### config.mk
export PLATFORM = sky130hd
export DESIGN_NAME = slice_detransposer
export DESIGN_NICKNAME = d
export VERILOG_FILES = /design/src/rtl/slice_detransposer.sv
export SDC_FILE = /design/constraint.sdc
export NUM_CORES = 2
export LEC_CHECK = 0
export ABC_AREA = 0
export CAP_MARGIN = 30
export CORE_UTILIZATION = 40
export CTS_CLUSTER_DIAMETER = 60
export DETAILED_ROUTE_END_ITERATION = 8
export GPL_ROUTABILITY_DRIVEN = 1
export GPL_TIMING_DRIVEN = 0
export REMOVE_ABC_BUFFERS = 1
export SLEW_MARGIN = 20
export SYNTH_ARGS = -nofsm -noshare
export SYNTH_HDL_FRONTEND = slang
export SYNTH_SLANG_ARGS = --single-unit
### constraint.sdc
create_clock -name clk_i -period 3.05 [get_ports clk_i]
set_input_delay 0.61 -clock clk_i [delete_from_list [all_inputs] [get_ports clk_i]]
set_output_delay 0.61 -clock clk_i [all_outputs]
set_load 0.01 [all_outputs]
### src/rtl/slice_detransposer.sv
// Collects NUM_SLICES masked, redundant bitsliced inputs, strips redundancy and
// unmasks each one, then drains 32 transposed words. Optional macro SLICE_DETRANSPOSER_UNROTATE_EN.
module slice_detransposer #(
    parameter int NUM_SLICES = 32
) (
    input  logic        clk_i,
    input  logic        rstn_i,
    input  logic [31:0] slice_i,
    input  logic        slice_valid_i,
    output logic        slice_ready_o,
    input  logic [1:0]  D_i,
    input  logic [1:0]  R_s_i,
    input  logic        comp_redund_i,
    input  logic        abort_i,
    output logic [31:0] word_o,
    output logic        word_valid_o,
    input  logic        word_ready_i,
    output logic        redundancy_error_o,
    output logic        done_o
);
    typedef enum logic [1:0] {IDLE, COLLECT, DRAIN} state_t;
    localparam logic [4:0] LAST_SLICE = 5'(NUM_SLICES - 1);

    state_t                      state;
    logic [1:0]                  d_q, r_q;
    logic                        comp_q;
    logic [4:0]                  s_cnt, w_cnt;
    logic [NUM_SLICES-1:0][31:0] rows;

    logic        slice_xfer, word_xfer;
    logic [1:0]  d_eff, r_eff;
    logic        comp_eff;
    logic [4:0]  s_idx;
    logic [31:0] kept, unmasked, row_val, column;
    logic        mismatch;

    assign slice_xfer = slice_valid_i && slice_ready_o;
    assign word_xfer  = word_valid_o && word_ready_i;

    // The first slice of a block is decoded with the live config inputs.
    assign d_eff    = (state == IDLE) ? D_i : d_q;
    assign r_eff    = (state == IDLE) ? R_s_i : r_q;
    assign comp_eff = (state == IDLE) ? comp_redund_i : comp_q;
    assign s_idx    = (state == IDLE) ? 5'd0 : s_cnt;

    always_comb begin
        kept     = slice_i;
        mismatch = 1'b0;
        case (r_eff)
            2'd2: begin
                kept     = {24'd0, slice_i[7:0]};
                mismatch = ((slice_i[31:24] ^ {8{comp_eff}}) != slice_i[7:0]) ||
                           (slice_i[23:16] != slice_i[7:0]) ||
                           ((slice_i[15:8] ^ {8{comp_eff}}) != slice_i[7:0]);
            end
            2'd1: begin
                kept     = {16'd0, slice_i[15:0]};
                mismatch = (slice_i[31:16] ^ {16{comp_eff}}) != slice_i[15:0];
            end
            default: ;
        endcase
    end

    always_comb begin
        unmasked = kept;
        case (d_eff)
            2'd2: begin
                unmasked = '0;
                for (int k = 0; k < 8; k++) unmasked[k] = ^kept[4*k +: 4];
            end
            2'd1: begin
                unmasked = '0;
                for (int k = 0; k < 16; k++) unmasked[k] = kept[2*k+1] ^ kept[2*k];
            end
            default: ;
        endcase
    end

`ifdef SLICE_DETRANSPOSER_UNROTATE_EN
    logic [63:0] rot_ext;
    // Upper half of the doubled word shifted left is a left rotation.
    always_comb begin
        rot_ext = {unmasked, unmasked} << s_idx;
        row_val = s_idx[0] ? unmasked : rot_ext[63:32];
    end
`else
    assign row_val = unmasked;
`endif

    always_comb begin
        column = '0;
        for (int i = 0; i < NUM_SLICES; i++) column[i] = rows[i][w_cnt];
    end
    assign word_o = word_valid_o ? column : 32'd0;

    always_ff @(posedge clk_i or negedge rstn_i) begin
        if (!rstn_i) begin
            state              <= IDLE;
            d_q                <= '0;
            r_q                <= '0;
            comp_q             <= 1'b0;
            s_cnt              <= '0;
            w_cnt              <= '0;
            rows               <= '0;
            slice_ready_o      <= 1'b0;
            word_valid_o       <= 1'b0;
            redundancy_error_o <= 1'b0;
            done_o             <= 1'b0;
        end else begin
            done_o <= 1'b0;
            if (abort_i) begin
                state         <= IDLE;
                rows          <= '0;
                s_cnt         <= '0;
                w_cnt         <= '0;
                slice_ready_o <= 1'b1;
                word_valid_o  <= 1'b0;
            end else begin
                case (state)
                    IDLE, COLLECT: begin
                        slice_ready_o <= 1'b1;
                        if (slice_xfer) begin
                            for (int i = 0; i < NUM_SLICES; i++)
                                if (s_idx == 5'(i)) rows[i] <= row_val;
                            if (state == IDLE) begin
                                d_q                <= D_i;
                                r_q                <= R_s_i;
                                comp_q             <= comp_redund_i;
                                redundancy_error_o <= mismatch;
                            end else begin
                                redundancy_error_o <= redundancy_error_o | mismatch;
                            end
                            if (s_idx == LAST_SLICE) begin
                                state         <= DRAIN;
                                s_cnt         <= '0;
                                slice_ready_o <= 1'b0;
                                word_valid_o  <= 1'b1;
                            end else begin
                                state <= COLLECT;
                                s_cnt <= s_idx + 5'd1;
                            end
                        end
                    end
                    DRAIN: begin
                        if (word_xfer) begin
                            if (w_cnt == 5'd31) begin
                                state         <= IDLE;
                                rows          <= '0;
                                w_cnt         <= '0;
                                done_o        <= 1'b1;
                                word_valid_o  <= 1'b0;
                                slice_ready_o <= 1'b1;
                            end else begin
                                w_cnt <= w_cnt + 5'd1;
                            end
                        end
                    end
                    default: state <= IDLE;
                endcase
            end
        end
    end
endmodule
==> run_results.csv <==
group,metric,value,unit
global_route,grt_pass1_wl,212000,um
timing,slew_headroom,24.1,%
drt,wl_per_cell,24.1,um
synthesis,synthTopCellsByArea,"dfrtp_1 56%, mux4_2 12%, o21ai_0 11%",
critical_path,crit_path_start_kind,"flop",
global_route,gr-total-overflow,0,
pwr,ir_worst_vdd,0.531,mV
timing,clock_skew,0.0333,ns
cts,clk_pin_slew,0.06,ns
die,die_h,343,um
cts,cts.sinks,1045,
die,io_pins,78,
global_route,grt_max_degree,143,
synthesis,yosysTopAreaCellShare,56.1,%
die,rows,124,
synthesis,ys_async_sr_fraction,100,%
global_route,antenna_found_initial,9,
placed_design,io_buffers,77,
timing,drv_slew,0,
status,status,"complete, but fails checks",
cts,numCtsBuffers,111,
timing,finalCritPeriodShare,120,%
die,die_area,118000,um^2
timing,timing.hold.ws,0.459,ns
synthesis,syn_avg_cell_area,10.7,um^2
timing,finalSetupViolCount,502,
pwr,total_leakage_power,26.0,nW
synthesis,yosysMostFrequentCell,"nand2_1",
global_route,grt_usage,23.7,%
cts,cts_htree_levels,3,
timing,hold_viol,0,
synthesis,yosysTopAreaCell,"dfrtp_1",
cts,cts-root-buf,"clkbuf_16",
die,start_util,40.5,%
pwr,powerDensity,596,nW/um^2
synthesis,synth_edf_count,0,
critical_path,crit_type,"flop to output port",
global_route,grt_pass1_vias,34000,
drt,drcViolationCount,0,
synthesis,syn_area,46600,um^2
synthesis,syn_inst,4334,
drt,routed_wl,149000,um
job,maxCapViolCount,0,
drt,first_iter_violations,3609,
finish,finalCoreUtilization,52.6,%
cts,clk_latency,0.72,ns
finish,syn2layout_area_growth,29.9,%
synthesis,ys_warn_count,0,
timing,rsz0062_at_grt,"yes",
die,coreArea,115000,um^2
timing,fmax,273,MHz
finish,fin_nets,4612,
critical_path,path_max_fanout,8,
cts,cts_tree,"yes",
finish,final_area,60500,um^2
placed_design,place_congestion,0.817,
timing,timing.final.crit_period,3.66,ns
placed_design,place_area,50400,um^2
min_path,hp-class,"input pin to async pin",
status,violations,"setup timing",
drt,firstDrtPassIters,5,
synthesis,synth-main-ff-cell,"dfrtp_1",
placed_design,dp_cells,5646,
finish,multi_input_area,20900,um^2
placed_design,post-dp-hpwl,76300,um
critical_path,arrival,3.05,ns
timing,tns,-51.39,ns
timing,worstMarginPinSlew,1.13,ns
synthesis,synth-seq-area-share,56.1,%
finish,drive_gt1_share,27.5,%
critical_path,cp-end-kind,"output port",
finish,final_cells,6173,
timing,setup_slack,-0.608,ns
cts,clockBufferDepth,3,
critical_path,cp.required,2.44,ns
synthesis,synth.cells.most_frequent,"1,087 x nand2_1, 1,049 x o21ai_0, 1,045 x dfrtp_1",
drt,via_per_inst,5.78,
finish,register_area,26200,um^2
finish,n_fill_cell,9529,
drt,postRouteAntennaNets,0,
synthesis,synth-seq-cells,1045,
die,die_x,343,um
synthesis,synth.distinct_cells,50,
drt,num_vias,35700,
-- logic make-up after synthesis --
group	count (synthesis)	synth area share [%]
buffers and inverters	430	3.56
DFF	1045	56.1
adders and majority gates	12	0.322
muxes	391	15.3
xor gates and xnor gates	48	0.902
AOI/OAI and AO/OA	1193	13.4
and+or+nand+nor	1215	10.3
-- metal layers --
layer	global-route usage (%)	share of wire [%]
met5	0	0
met4	7.95	3.9
met3	3.63	7.8
met2	36.0	46
met1	34.7	43
-- cell usage in the layout (no fill, tap or decap), types with 44 or more instances in the layout --
cell type / n
nand2_1: 905
dfrtp_1: 1038
clkbuf_16: 151
buf_12: 67
mux2i_1: 114
mux4_2: 256
o21ai_0: 833
buf_4: 126
clkdlybuf4s50_1: 44
a22oi_1: 59
nand2_2: 93
o21ai_2: 91
buf_16: 61
nand2_4: 76
buf_6: 116
o21ai_1: 134
-- sequential cells by signal (all words and copies together) (netlist names), 2 cells and up --
| signal | cells |
|---|---|
| d_q | 2 |
| r_q | 2 |
| s_cnt | 5 |
| state | 2 |
| rows | 1024 |
| w_cnt | 5 |
-- layout make-up --
| type | instances | area share [%] |
|---|---|---|
| Timing Repair Buffer | 502 | 12.4 |
| Inverter | 17 | 0.105 |
| Tap cell | 1512 | 3.13 |
| Antenna cell | 5 | 0.0207 |
| Multi-Input combinational cell | 2881 | 34.6 |
| Clock buffer | 167 | 5.55 |
| Clock inverter | 44 | 0.900 |
| Sequential cell | 1045 | 43.3 |
-- worst paths after layout --
| check | startpoint | end | slack (ns) | depth (start not counted) |
|---|---|---|---|---|
| setup / recovery | w_cnt[0]$_DFFE_PN0P_ | word_o[17] | -0.61 | 10 |
| hold / removal | rstn_i | rows[561]$_DFFE_PN0P_ | 0.46 | 2 |
| setup reg to reg | w_cnt[0]$_DFFE_PN0P_ | rows[565]$_DFFE_PN0P_ | -0.23 | 20 |
| hold reg to reg | rows[170]$_DFFE_PN0P_ | rows[170]$_DFFE_PN0P_ | 0.47 | 2 |
| max in group asynchronous | rstn_i | rows[425]$_DFFE_PN0P_ | 0.39 | 5 |
| min in group clk_i | rows[170]$_DFFE_PN0P_ | rows[170]$_DFFE_PN0P_ | 0.47 | 2 |
-- critical path, cell delays in order, from the launching register on --
cell     delay, ns
dfrtp_4       0.52
buf_16        0.16
buf_16        0.13
buf_16        0.15
buf_6         0.13
buf_12        0.14
mux4_2        0.43
mux2i_1       0.20
a22oi_1       0.12
and3_1        0.24
buf_6         0.12
-- report_power, final --
part           internal [mW]  switching (mW)  total, mW
Sequential              15.4           0.908       16.3
Clock                   8.47            5.86       14.3
Combinational           2.28            3.12       5.40
Total                   26.2            9.88       36.0
-- through the flow --
stage,power (mW),setup WS [ns]
after global routing,37.4,-0.655
after floorplan,18.5,-10.98
after global placement,20.1,-46.94
after detailed placement,20.7,-1.24
final,36.0,-0.608
after CTS,35.3,-0.632
-- timing repair --
| action | 4_1_cts | 5_1_grt |
|---|---|---|
| resized for setup | 295 | 636 |
| setup buffers | 96 | 91 |
| gates cloned | 54 | 74 |
| endpoints found under the setup margin | 1056 | 959 |
| hold endpoints to repair | 75 | 0 |
| hold buffers | 1 | 0 |
| pin swaps | 54 | 181 |
(Power assumes the default switching activity.)
